===== src/rtl/sap1_pkg.sv =====
// rtl/sap1_pkg.sv - SAP-1 opcodes, control-word bit map, named control words, T-state enum
package sap1_pkg;

    localparam int OPCODE_W = 4;
    localparam int CON_W    = 12;

    // Opcodes carried in IR[7:4]
    localparam logic [3:0] OP_LDA = 4'h0;
    localparam logic [3:0] OP_ADD = 4'h1;
    localparam logic [3:0] OP_SUB = 4'h2;
    localparam logic [3:0] OP_OUT = 4'hE;
    localparam logic [3:0] OP_HLT = 4'hF;

    // Bit positions inside CON, MSB first
    localparam int CON_CP     = 11;
    localparam int CON_EP     = 10;
    localparam int CON_LM_BAR = 9;
    localparam int CON_CE_BAR = 8;
    localparam int CON_LI_BAR = 7;
    localparam int CON_EI_BAR = 6;
    localparam int CON_LA_BAR = 5;
    localparam int CON_EA     = 4;
    localparam int CON_SU     = 3;
    localparam int CON_EU     = 2;
    localparam int CON_LB_BAR = 1;
    localparam int CON_LO_BAR = 0;

    // Named control words; idle has every active-low strobe high
    localparam logic [11:0] CON_IDLE   = 12'h3E3;
    localparam logic [11:0] CON_T1     = 12'h5E3;  // Ep, Lm
    localparam logic [11:0] CON_T2     = 12'hBE3;  // Cp
    localparam logic [11:0] CON_T3     = 12'h263;  // CE, Li
    localparam logic [11:0] CON_MEM_T4 = 12'h1A3;  // Lm, Ei (LDA/ADD/SUB)
    localparam logic [11:0] CON_LDA_T5 = 12'h2C3;  // CE, La
    localparam logic [11:0] CON_ALU_T5 = 12'h2E1;  // CE, Lb (ADD/SUB)
    localparam logic [11:0] CON_ADD_T6 = 12'h3C7;  // La, Eu
    localparam logic [11:0] CON_SUB_T6 = 12'h3CF;  // La, Su, Eu
    localparam logic [11:0] CON_OUT_T4 = 12'h3F2;  // Ea, Lo

    typedef enum logic [2:0] {
        T1,
        T2,
        T3,
        T4,
        T5,
        T6,
        HALT
    } tstate_t;

endpackage


===== src/rtl/controller_sequencer_if.sv =====
// rtl/controller_sequencer_if.sv - opcode in, control word / T-state / halt out
interface controller_sequencer_if #(
    parameter int OPCODE_W = 4,
    parameter int CON_W    = 12
);
    logic [OPCODE_W-1:0] OPCODE;
    logic [CON_W-1:0]    CON;
    logic [5:0]          T;
    logic                HLT;

    modport master (output OPCODE, input CON, input T, input HLT);
    modport slave  (input OPCODE, output CON, output T, output HLT);
endinterface


===== src/rtl/controller_sequencer_ring_counter.sv =====
// rtl/controller_sequencer_ring_counter.sv - six-bit one-hot T-state ring with hold and reload
module ring_counter (
    input  logic       clk,
    input  logic       clr_n,
    input  logic       hold,
    input  logic       load_t1,
    output logic [5:0] ring
);

    // Rotate one position per edge; hold freezes, load_t1 short-cuts back to T1
    always_ff @(posedge clk or negedge clr_n) begin
        if (!clr_n) begin
            ring <= 6'b000001;
        end else if (!hold) begin
            if (load_t1) begin
                ring <= 6'b000001;
            end else begin
                ring <= {ring[4:0], ring[5]};
            end
        end
    end

endmodule


===== src/rtl/controller_sequencer.sv =====
// rtl/controller_sequencer.sv - SAP-1 controller-sequencer; SAP_VARIABLE_MC_EN enables variable machine cycle
module controller_sequencer
    import sap1_pkg::*;
#(
    parameter int OPCODE_W = 4,
    parameter int CON_W    = 12
) (
    input  logic                   CLK_BAR,
    input  logic                   CLR_BAR,
    controller_sequencer_if.slave  bus
);

    logic [OPCODE_W-1:0] opcode;
    logic [CON_W-1:0]    con;
    logic [5:0]          ring;
    logic                halt_q;
    logic                halt_d;
    logic                hlt;
    logic                load_t1;
    tstate_t             state;

    assign opcode = bus.OPCODE;

    ring_counter u_ring (
        .clk     (CLK_BAR),
        .clr_n   (CLR_BAR),
        .hold    (halt_q),
        .load_t1 (load_t1),
        .ring    (ring)
    );

    // Halt flag: set on leaving T4 of HLT, cleared only by CLR_BAR
    always_ff @(posedge CLK_BAR or negedge CLR_BAR) begin
        if (!CLR_BAR) begin
            halt_q <= 1'b0;
        end else begin
            halt_q <= halt_d;
        end
    end

    // Map the one-hot ring plus halt flag onto the named state
    always_comb begin
        state = T1;
        unique case (ring)
            6'b000001: state = T1;
            6'b000010: state = T2;
            6'b000100: state = T3;
            6'b001000: state = T4;
            6'b010000: state = T5;
            6'b100000: state = T6;
            default:   state = T1;
        endcase
        if (halt_q) state = HALT;
    end

    // Opcode decode into control word, halt request and early-return
    always_comb begin
        con     = CON_IDLE;
        halt_d  = halt_q;
        hlt     = halt_q;
        load_t1 = 1'b0;
        case (state)
            T1: con = CON_T1;
            T2: con = CON_T2;
            T3: con = CON_T3;
            T4: begin
                case (opcode)
                    OP_LDA, OP_ADD, OP_SUB: con = CON_MEM_T4;
                    OP_OUT: begin
                        con = CON_OUT_T4;
`ifdef SAP_VARIABLE_MC_EN
                        load_t1 = 1'b1;
`endif
                    end
                    OP_HLT: begin
                        hlt    = 1'b1;
                        halt_d = 1'b1;
                    end
                    default: begin
`ifdef SAP_VARIABLE_MC_EN
                        load_t1 = 1'b1;
`endif
                    end
                endcase
            end
            T5: begin
                case (opcode)
                    OP_LDA: begin
                        con = CON_LDA_T5;
`ifdef SAP_VARIABLE_MC_EN
                        load_t1 = 1'b1;
`endif
                    end
                    OP_ADD, OP_SUB: con = CON_ALU_T5;
                    default: con = CON_IDLE;
                endcase
            end
            T6: begin
                case (opcode)
                    OP_ADD:  con = CON_ADD_T6;
                    OP_SUB:  con = CON_SUB_T6;
                    default: con = CON_IDLE;
                endcase
            end
            HALT: hlt = 1'b1;
            default: con = CON_IDLE;
        endcase
    end

    assign bus.CON = con;
    assign bus.HLT = hlt;
    assign bus.T   = halt_q ? 6'b000000 : ring;

endmodule


===== src/flat_wrapper.sv =====
// flat-port wrapper written by rule: the top's interface ports become plain ports
module controller_sequencer_flat import sap1_pkg::*;
#(
    parameter int OPCODE_W = 4,
    parameter int CON_W    = 12
)
  (CLK_BAR, CLR_BAR, bus_OPCODE, bus_CON, bus_T, bus_HLT);
  controller_sequencer_if #(.OPCODE_W(OPCODE_W), .CON_W(CON_W)) bus_i ();
  input  logic CLK_BAR;
  input  logic CLR_BAR;
  input wire logic [$bits(bus_i.OPCODE)-1:0] bus_OPCODE;
  output wire logic [$bits(bus_i.CON)-1:0] bus_CON;
  output wire logic [$bits(bus_i.T)-1:0] bus_T;
  output wire logic [$bits(bus_i.HLT)-1:0] bus_HLT;
  assign bus_i.OPCODE = bus_OPCODE;
  assign bus_CON = bus_i.CON;
  assign bus_T = bus_i.T;
  assign bus_HLT = bus_i.HLT;
  controller_sequencer #(.OPCODE_W(OPCODE_W), .CON_W(CON_W)) u_core (.CLK_BAR(CLK_BAR), .CLR_BAR(CLR_BAR), .bus(bus_i));
endmodule

===== config.mk =====
export PLATFORM = sky130hd
export DESIGN_NAME = controller_sequencer_flat
export DESIGN_NICKNAME = d
export VERILOG_FILES = /design/src/rtl/sap1_pkg.sv /design/src/rtl/controller_sequencer_if.sv /design/src/rtl/controller_sequencer_ring_counter.sv /design/src/rtl/controller_sequencer.sv /design/src/flat_wrapper.sv
export SDC_FILE = /design/constraint.sdc
export NUM_CORES = 1
export LEC_CHECK = 0
export BUFFER_PORTS_ARGS = -buffer_cell sky130_fd_sc_hd__buf_4
export CAP_MARGIN = 20
export CORE_MARGIN = 2
export CORE_UTILIZATION = 43
export CTS_BUF_LIST = sky130_fd_sc_hd__clkbuf_8
export DETAILED_ROUTE_END_ITERATION = 7
export GPL_TIMING_DRIVEN = 0
export PLACE_DENSITY_LB_ADDON = 0.3
export SLEW_MARGIN = 10
export SYNTH_ARGS = -nofsm -noshare
export SYNTH_HDL_FRONTEND = slang
export SYNTH_SLANG_ARGS = --single-unit
export TNS_END_PERCENT = 10

===== constraint.sdc =====
create_clock -name CLK_BAR -period 1.4 [get_ports CLK_BAR]
set_input_delay 0.21 -clock CLK_BAR [delete_from_list [all_inputs] [get_ports CLK_BAR]]
set_output_delay 0.21 -clock CLK_BAR [all_outputs]
set_load 0.01 [all_outputs]

### Word-level counts from Yosys, hierarchy flattened

Cells that the tools add are included.
W data, S select, Z words.

| storage, ports and cells | value |
|---|---|
| register bits | 7 |
| input port bits | 6 |
| output and inout port bits | 19 |
| logic and storage cells | 30 |

| cells by class | value |
|---|---|
| equal/unequal tests | 15 |
| multiplexer cells | 9 |
| reduce and logical (&&, ||, !) cells | 4 |

Operators by type and width:

| operator | number |
|---|---|
| $pmux W12 S6 | 1 |
| $pmux W10 S2 | 1 |
| $pmux W9 S2 | 1 |
| $pmux W3 S5 | 1 |
| $pmux W6 S2 | 1 |
| $eq A3 B3 Y1 const B | 3 |
| $eq A4 B4 Y1 const B | 2 |
| $eq A3 B2 Y1 const B | 2 |
| $eq A6 B2 Y1 const B | 1 |
| $eq A6 B3 Y1 const B | 1 |
| $eq A6 B4 Y1 const B | 1 |
| $eq A6 B5 Y1 const B | 1 |
| $eq A6 B6 Y1 const B | 1 |
| $mux W6 | 1 |
| $eq A4 B1 Y1 const B | 1 |
| $eq A4 B2 Y1 const B | 1 |
| $logic_not A4 Y1 | 1 |
| $eq A3 B1 Y1 const B | 1 |
| $logic_not A3 Y1 | 1 |
| $mux W3 | 1 |
| $reduce_or A3 Y1 | 1 |
| $pmux W1 S2 | 1 |
| $reduce_or A2 Y1 | 1 |
| $mux W1 | 1 |

### Depth between registers and ports, before layout

Gate-level depths: netlist of run 1.

| depth | value |
|---|---|
| depth in word-level cells | 5 |
| gate-level depth with buffers | 6 |
| depth with buffers taken out | 5 |

### Cells and area by module

A second synthesis of run 1 with hierarchy kept.

| unflattened totals | value |
|---|---|
| cell total of the unflattened synthesis | 75 |
| area, all modules | 573.0 um2 |

Modules (own cells, without submodules):

| module | times used | cells each | area an instance (um2) | seq. area each (um2) |
|---|---|---|---|---|
| controller_sequencer | 1 | 51 | 321.6 | 25.0 |
| ring_counter | 1 | 24 | 251.5 | 151.4 |

### Least setup slack after synthesis of run 1

OpenSTA, ideal clock, no wires.

| path | value |
|---|---|
| kind | register -> output |
| start point | reg u_core.u_ring.ring[1] |
| end point | out bus_CON[3] |
| arrival time | 1.456 ns |
| required time | 1.190 ns |
| setup slack | -0.266 ns |
| stages on the path, launching flop included | 5 |
| path buffers | 0 |
| cell sequence | dfrtp_1 > nor3_2 > nor3b_4 > nand2_2 > nor4b_1 |

| on the way | value |
|---|---|
| cells in the longest elaborated chain, start to end | 5 |
| elaborated cells between the ends (all ways) | 14 |
| those cells by class | eq/ne (10); mux (3); reduce/logical (1) |

Ends and longest elaborated chain:

| element | line | RTL |
|---|---|---|
| start, declared | controller_sequencer_ring_counter.sv:7 | `output logic [5:0] ring` |
| start signal, assigned | controller_sequencer_ring_counter.sv:18 | `ring <= {ring[4:0], ring[5]};` |
| $eq A6 B6 Y1, or another cell as far along | controller_sequencer.sv:44 | `unique case (ring)` |
| $pmux W3 S5 (*) | controller_sequencer.sv:44 |  |
| $mux W3 (*) | controller_sequencer.sv:53 | `if (halt_q) state = HALT;` |
| $eq A3 B3 Y1, or another cell as far along | controller_sequencer.sv:62 | `case (state)` |
| $pmux W12 S6 (*) | controller_sequencer.sv:62 |  |
| end, declared | flat_wrapper.sv:12 | `output wire logic [$bits(bus_i.CON)-1:0] bus_CON;` |

Mark *: on every way between the ends. The rest lies on a longest branch, timed or not.

### Worst setup path after layout of run 1

| path | value |
|---|---|
| start point | reg u_core.u_ring.ring[5] |
| end point | out bus_CON[1] |

Same word-level chain as after synthesis.

==> results.cfg, run 1 <==
[cts]
cts_tree = done
cts-buffers-inserted = 3
clkSinkCount = 7
clkLatencyLatePin_ns = 0.23
clock_path_buffers = 2
root_buffer = clkbuf_8
cts_max_level = 1
clkSlewWorstSetupHoldPaths_ns = 0.04

[global_route]
grt_pass1_vias = 567
overflow = 0
grt_pass1_wl_um = 2370
antenna_found_initial = 0
grt_max_degree = 11
track_usage_pct = 22.6

[floorplanning]
io_pins = 25
dieArea_mm2 = 0.00161
fp-row-count = 13
die_h_um = 40.2
die_w_um = 40.2
core_area_mm2 = 0.00127
initial_utilization_pct = 44.4

[power]
powerDensity_mw_per_mm2 = 537
p_leak_nw = 0.522
max-vdd-ir-drop_mv = 0.593

[timing]
slew_headroom_pct = 71.7
rsz0062_at_grt = true
report.final.slew_viol_count = 0
skew_ns = 0.00398
fmax_ghz = 0.516
setup_viol = 14
tightest_slew_ns = 0.422
fin_crit_ns = 1.94
setup_slack_ns = -0.537
layout_worst_path_cycle_share_pct = 138
hold_viol = 0

[placement]
port_buffers = 23
dp_cells = 101
place_ws_ns = -0.478
hpwl_um = 995
place.gp.congestion = 0.714

[detailed_routing]
wl_um = 1660
drtIter0Drc = 4
dr.pass1.iters = 2
via_count = 639
vias_per_cell = 5.42
route.detailed.drc = 0
wl_per_cell_um = 14.1
antenna_left = 0

[logic_synthesis]
syn_inst = 63
ys_types = 30
yosysSeqAreaShare_pct = 31.3
syn_area_um2 = 563
synth.avg_cell_area_um2 = 8.94
synth_seq_cells = 7
synthesis.nets = 69
ys_warn_count = 0

[final_layout]
num-nets-final = 110
fin_cells = 118
insertedDiodeCount = 0
area_growth_pct = 78.7
drive_above_1_share_pct = 61.2

[critical_path]
crit_buf_inv = 1
critPathRequiredTime_ns = 1.19
endpoint_kind = primary output
crit_chain = xnor2_2, nor3b_4, nand2_2, or3_4, buf_6
cp.arrival_ns = 1.73
crit_slowest_cell = dfrtp_2
path_class = flop to primary output
max_stage_delay_ns = 0.45
worstPathMaxFanout = 6
path_delay_family = simple AND/OR/NAND/NOR gates
start_kind = flop

[run_status]
violations = setup timing
status = finished, violations left

[worst_hold_path]
hold_path.class = input pin to flop

[flow_run]
cap_violations = 0
-- layout make-up --
type / instances / area, um^2
Multi-Input combinational cell: 50 / 419
Timing Repair Buffer: 36 / 297
Fill cell: 82 / 263
Sequential cell: 7 / 181
Clock buffer: 3 / 41.3
Buffer: 4 / 36.3
Tap cell: 15 / 18.8
Inverter: 2 / 7.51
Clock inverter: 1 / 5.00
-- state kept, by name (all words and copies together), names as in the netlist --
register	flops
u_core.halt_q	1
u_core.u_ring.ring	6
-- routing by layer --
metal | vias to the layer above | global-route usage (%) | share of wire (%) | routed length, um
li1 | 305 | - | - | -
met1 | 311 | 24.0 | 38 | 630
met2 | 19 | 42.7 | 56 | 926
met3 | 4 | 3.33 | 5.4 | 90
met4 | 0 | 10.8 | 0.96 | 16
met5 | - | 0 | 0 | 0
-- cell usage in the layout (no fill, tap or decap), drive strengths merged, types with 3 or more instances in the layout --
cell	instances
xnor2	4
nor2b	7
a21o	6
clkbuf	5
o21bai	3
dfrtp	6
buf	37
nor3	4
nor2	5
-- cells by family (layout without fill, tap and decap cells) --
| logic type | after synthesis | count (layout) | share of synthesized area (%) |
|---|---|---|---|
| DFF | 7 | 7 | 31.3 |
| xor gates and xnor gates | 5 | 5 | 7.78 |
| AOI/OAI and AO/OA | 14 | 14 | 18.2 |
| and+or+nand+nor | 31 | 31 | 37.3 |
| buffers and inverters | 6 | 46 | 5.33 |
-- per-stage QoR --
| stage | hold WS [ns] | TNS [ns] | power, mW | util [%] | area [um^2] |
|---|---|---|---|---|---|
| 2_1_floorplan | -0.0856 | -1.62 | 0.228 | - | 586 |
| 3_3_place_gp | 0.0249 | -3.24 | 0.251 | 61.2 | 777 |
| 3_5_place_dp | 0.0278 | -3.47 | 0.252 | 61.2 | 777 |
| 4_1_cts | 0.310 | -4.97 | 0.543 | 76.9 | 976 |
| 5_1_grt | 0.349 | -6.23 | 0.559 | 79.3 | 1010 |
| 6_report | 0.342 | -5.27 | 0.540 | 79.3 | 1010 |
-- power by group --
| part | switching, mW | total (mW) | internal, mW | leakage, nW |
|---|---|---|---|---|
| logic | 0.0279 | 0.0515 | 0.0236 | 0.410 |
| clock network | 0.0914 | 0.284 | 0.193 | 0.0255 |
| registers | 0.000492 | 0.204 | 0.204 | 0.0872 |
-- synthesized netlist by cell type --
| cell type | count | area share, % |
|---|---|---|
| clkbuf_1 | 2 | 1.3 |
| o21bai_1 | 3 | 4.0 |
| inv_1 | 1 | 0.67 |
| o21ai_0 | 2 | 1.8 |
| and3_1 | 1 | 1.1 |
| nor4_1 | 2 | 2.2 |
| inv_2 | 1 | 0.67 |
| a211oi_1 | 1 | 1.3 |
| buf_6 | 1 | 2.0 |
| xnor2_1 | 4 | 6.2 |
| a21oi_1 | 1 | 0.89 |
| nand2_2 | 1 | 1.1 |
| nand2_1 | 1 | 0.67 |
| nor2_1 | 5 | 3.3 |
| nand4_1 | 2 | 2.2 |
| nor3b_4 | 1 | 3.3 |
| or3_1 | 2 | 2.2 |
| xor2_1 | 1 | 1.6 |
| nand3_1 | 2 | 1.8 |
| nor3_2 | 1 | 1.8 |
| buf_1 | 1 | 0.67 |
| a21o_1 | 6 | 8.0 |
| nor3_1 | 3 | 2.7 |
| nor4b_1 | 1 | 1.6 |
| nor3b_1 | 1 | 1.3 |
| nor2b_1 | 7 | 7.8 |
| dfrtp_1 | 6 | 27 |
| nor4b_4 | 1 | 4.2 |
| o211ai_2 | 1 | 2.2 |
| dfstp_2 | 1 | 4.7 |
-- timing repair --
item | in CTS | in global routing
resized for setup | 14 | 7
pin swaps | 3 | 2
endpoints found under the hold margin | 7 | 0
cloned | 0 | 0
setup buffers | 12 | 0
hold buffers | 1 | 0
setup endpoints to repair | 19 | 15
-- worst paths after layout --
path / start / end / slack [ns] / depth (start not counted)
setup / recovery: u_core.u_ring.ring[5]$_DFFE_PN0N_ / bus_CON[1] / -0.54 / 5
hold / removal: bus_OPCODE[1] / u_core.halt_q$_DFFE_PN0P_ / 0.34 / 3
setup reg to reg: u_core.u_ring.ring[1]$_DFFE_PN0N_ / u_core.u_ring.ring[2]$_DFFE_PN0N_ / 0.29 / 4
hold reg to reg: u_core.u_ring.ring[0]$_DFFE_PN1N_ / u_core.u_ring.ring[0]$_DFFE_PN1N_ / 0.56 / 1
max in group asynchronous: CLR_BAR / u_core.u_ring.ring[0]$_DFFE_PN1N_ / 0.84 / 2
min in group asynchronous: CLR_BAR / u_core.u_ring.ring[4]$_DFFE_PN0N_ / 0.35 / 2
-- tightest hold or removal path, delay by kind of cell --
kind,cells,cell delay (ns)
compound gates,1,0.08
buf+inv,1,0.14
simple gates,1,0.10
No activity file was read; power rests on OpenSTA's default activity.
==> run 2, diff against run 1 <==
- CORE_AREA: not set -> 2 2 39 41
- CORE_MARGIN: 2 -> not set
- CORE_UTILIZATION: 43 -> not set
- DIE_AREA: not set -> 0 0 41 43
- clock period: 1.4 -> 2.4 ns (I/O delays scaled with it)
==> results.cfg, run 2 (synthesized netlist as in run 1, its figures left out) <==
[timing]
slew_headroom_pct = 72.7
fin_crit_ns = 2.20
hold_viol = 0
tightest_slew_ns = 0.409
rsz0062_at_grt = false
layout_worst_path_cycle_share_pct = 91.5
setup_viol = 0
fmax_ghz = 0.455
setup_tns_ns = 0
skew_ns = 0.000760
report.final.slew_viol_count = 0
setup_slack_ns = 0.204

[global_route]
grt_pass1_wl_um = 2060
grt_max_degree = 11
track_usage_pct = 16.7
grt_pass1_vias = 483
antenna_found_initial = 0
overflow = 0

[detailed_routing]
antenna_left = 0
wl_per_cell_um = 11.5
dr.pass1.iters = 4
vias_per_cell = 5.16
route.detailed.drc = 0
drtIter0Drc = 4
wl_um = 1230
via_count = 552

[final_layout]
final_cell_mix = buf_4 (23), nor2b_1 (7), a21o_1 (6), dfrtp_1 (6), nor2_1 (5)
regMostFlops = u_core.u_ring.ring
layout_commonest_cell = buf_4
final.fill_count = 132
area_growth_pct = 44.0
insertedDiodeCount = 0
top_regs = u_core.u_ring.ring (6), u_core.halt_q (1)
num-nets-final = 98
drive_above_1_share_pct = 37.4
final_util_pct = 58.6
largest_reg_flops = 6

[placement]
port_buffers = 23
place_ws_ns = 0.425
place.gp.congestion = 0.727

[critical_path]
endpoint_kind = primary output
critPathRequiredTime_ns = 2.04
path_class = flop to primary output
cp.arrival_ns = 1.84
start_kind = flop
worstPathMaxFanout = 7

[floorplanning]
dieArea_mm2 = 0.00176
core_area_mm2 = 0.00138
die_w_um = 41
fp-row-count = 14
die_h_um = 43
initial_utilization_pct = 40.7
io_pins = 25

[cts]
clkSlewWorstSetupHoldPaths_ns = 0.04
cts_tree = done
clock_path_buffers = 2
cts_max_level = 1
cts_setup_buffers = 0
clkLatencyLatePin_ns = 0.22
cts-buffers-inserted = 3
clkSinkCount = 7
root_buffer = clkbuf_8

[worst_hold_path]
hold_path.class = input pin to flop

[run_status]
status = complete, no violations

[power]
p_leak_nw = 0.433
powerDensity_mw_per_mm2 = 371
max-vdd-ir-drop_mv = 0.483

[flow_run]
cap_violations = 0
[run 2: area by class of cell]
cell class / instances / area (um^2) / share of cell area (%)
Timing Repair Buffer: 24 / 183 / 22.5
Tap cell: 16 / 20.0 / 2.47
Clock buffer: 3 / 41.3 / 5.09
Clock inverter: 1 / 3.75 / 0.463
Multi-Input combinational cell: 50 / 357 / 44.0
Inverter: 2 / 7.51 / 0.926
Sequential cell: 7 / 176 / 21.8
Buffer: 4 / 22.5 / 2.78
[run 2: worst max-delay path, stage by stage (launching register included)]
cell	delay, ns
dfrtp_1	0.36
buf_6	0.14
xor2_1	0.16
o211ai_2	0.33
inv_2	0.10
or3_1	0.37
buf_4	0.15
[run 2: final timing paths]
| kind | from | end | slack [ns] | cells past startpoint |
|---|---|---|---|---|
| max in group asynchronous | CLR_BAR | u_core.u_ring.ring[0]$_DFFE_PN1N_ | 1.70 | 2 |
| hold / removal | bus_OPCODE[1] | u_core.halt_q$_DFFE_PN0P_ | 0.48 | 3 |
| setup reg to reg | u_core.halt_q$_DFFE_PN0P_ | u_core.halt_q$_DFFE_PN0P_ | 1.08 | 3 |
| setup / recovery | u_core.u_ring.ring[3]$_DFFE_PN0N_ | bus_CON[1] | 0.20 | 6 |
| hold reg to reg | u_core.u_ring.ring[0]$_DFFE_PN1N_ | u_core.u_ring.ring[0]$_DFFE_PN1N_ | 0.56 | 1 |
| min in group asynchronous | CLR_BAR | u_core.u_ring.ring[3]$_DFFE_PN0N_ | 0.49 | 2 |
[run 2: stage by stage]
| step | total power, mW | cells | instance area [um^2] | hold WS, ns |
|---|---|---|---|---|
| CTS | 0.306 | 107 | 811 | 0.476 |
| global route | 0.314 | 107 | 811 | 0.495 |
| detailed placement | 0.146 | 102 | 756 | 0.179 |
| finish | 0.301 | 107 | 811 | 0.477 |
| floorplan | 0.132 | 63 | 563 | 0.0644 |
| global placement | 0.146 | 102 | 756 | 0.177 |
[run 2: what timing repair did]
action	4_1_cts	5_1_grt
endpoints found under the hold margin	6	0
gates resized for setup	0	0
hold buffers	1	0
[run 2: power by group]
part / internal [mW] / switching (mW)
logic: 0.0120 / 0.0143
clock network: 0.110 / 0.0453
registers: 0.119 / 0.000194
[run 2: layer usage]
metal	global-route usage (%)	part of all wire, %	vias up
met3	4.71	8.2	0
met2	25.3	50	17
met4	4.00	0	0
met5	0	0	-
li1	-	-	279
met1	22.9	41	256
==> run 3, diff against run 2 <==
- CORE_AREA: 2 2 39 41 -> not set
- CORE_MARGIN: not set -> 2
- CORE_UTILIZATION: not set -> 43
- DIE_AREA: 0 0 41 43 -> not set
- clock period: 2.4 -> 1.9 ns (I/O delays scaled with it)
==> results.cfg, run 3 (synthesized netlist as in run 1, its figures left out) <==
[flow_run]
cap_violations = 0

[critical_path]
worstPathMaxFanout = 5
endpoint_kind = primary output
critPathRequiredTime_ns = 1.62
path_class = flop to primary output
start_kind = flop
cp.arrival_ns = 1.80

[run_status]
status = finished, violations left
violations = setup timing

[timing]
rsz0062_at_grt = true
fmax_ghz = 0.480
fin_crit_ns = 2.08
setup_tns_ns = -0.913
skew_ns = 0.00197
tightest_slew_ns = 0.437
layout_worst_path_cycle_share_pct = 110
setup_viol = 8
hold_viol = 0
slew_headroom_pct = 70.7
setup_slack_ns = -0.182
report.final.slew_viol_count = 0

[cts]
clkLatencyLatePin_ns = 0.22
clkSlewWorstSetupHoldPaths_ns = 0.04
clkSinkCount = 7
cts_max_level = 1
clock_path_buffers = 2
root_buffer = clkbuf_8
cts-buffers-inserted = 3
cts_tree = done

[global_route]
grt_pass1_vias = 469
antenna_found_initial = 0
overflow = 0
grt_max_degree = 11
track_usage_pct = 18.9
grt_pass1_wl_um = 1970

[floorplanning]
die_w_um = 40.2
core_area_mm2 = 0.00127
initial_utilization_pct = 44.4
die_h_um = 40.2
dieArea_mm2 = 0.00161
io_pins = 25
fp-row-count = 13

[final_layout]
final.fill_count = 105
drive_above_1_share_pct = 53.5
final_util_pct = 74.1
largest_reg_flops = 6
final_cell_mix = buf_4 (32), nor2b_1 (7), a21o_1 (6), nor2_1 (4), dfrtp_1 (4)
num-nets-final = 108
regMostFlops = u_core.u_ring.ring
layout_commonest_cell = buf_4
insertedDiodeCount = 0
area_growth_pct = 66.9
top_regs = u_core.u_ring.ring (6), u_core.halt_q (1)

[power]
powerDensity_mw_per_mm2 = 410
p_leak_nw = 0.498
power_uw = 385
max-vdd-ir-drop_mv = 0.398

[detailed_routing]
dr.pass1.iters = 4
antenna_left = 0
wl_um = 1530
vias_per_cell = 5.34
route.detailed.drc = 0
via_count = 619
wl_per_cell_um = 13.2
drtIter0Drc = 14

[worst_hold_path]
hold_path.class = input pin to flop

[placement]
port_buffers = 23
hpwl_um = 940
place.gp.congestion = 0.794
place_ws_ns = -0.00575
run 3: metrics by stage:
step / instances / area, um^2 / hold slack [ns]
after floorplan: 63 / 563 / -0.0106
after global routing: 116 / 940 / 0.415
after CTS: 111 / 850 / 0.387
after detailed placement: 101 / 754 / 0.101
final: 116 / 940 / 0.394
after global placement: 101 / 754 / 0.100
run 3: timing repair:
item,4_1_cts,5_1_grt
gates resized for setup,3,13
pin swaps,3,4
setup endpoints to repair,10,12
setup buffers,5,5
hold buffers,1,0
hold endpoints to repair,6,0
run 3: power by group:
part           switching (mW)  internal, mW
clock network          0.0606         0.139
registers            0.000294         0.150
logic                  0.0191        0.0155
run 3: routing by layer:
layer	part of all wire (%)	vias up	wire, um	global-route usage, %
met2	49	19	752	31.0
met4	0.52	0	8	7.50
met1	46	297	703	23.4
met5	0	-	0	0
li1	-	301	-	-
met3	4.3	2	66	5.00
run 3: area by class of cell:
class / count / area (um^2) / area share, %
buffer: 4 / 25.0 / 2.66
clock buffer: 3 / 41.3 / 4.39
clock inverter: 1 / 3.75 / 0.399
inverter: 2 / 7.51 / 0.799
multi-input combinational: 50 / 403 / 42.9
sequential: 7 / 179 / 19.0
tap: 15 / 18.8 / 2.00
timing repair buffer: 34 / 262 / 27.8
run 3: path summary, 6_finish.rpt:
path | from | to | slack [ns] | cells after the start
hold / removal | bus_OPCODE[2] | u_core.halt_q$_DFFE_PN0P_ | 0.39 | 3
max in group asynchronous | CLR_BAR | u_core.u_ring.ring[0]$_DFFE_PN1N_ | 1.29 | 2
setup reg to reg | u_core.halt_q$_DFFE_PN0P_ | u_core.u_ring.ring[3]$_DFFE_PN0N_ | 0.78 | 3
hold reg to reg | u_core.u_ring.ring[0]$_DFFE_PN1N_ | u_core.u_ring.ring[0]$_DFFE_PN1N_ | 0.57 | 1
min in group asynchronous | CLR_BAR | u_core.halt_q$_DFFE_PN0P_ | 0.41 | 2
setup / recovery | u_core.u_ring.ring[2]$_DFFE_PN0N_ | bus_CON[3] | -0.18 | 5
run 3: critical path: stages (launching register included):
cell	delay (ns)
dfrtp_2	0.46
nor3_2	0.25
o211ai_4	0.15
buf_4	0.17
nor4b_1	0.35
buf_4	0.19
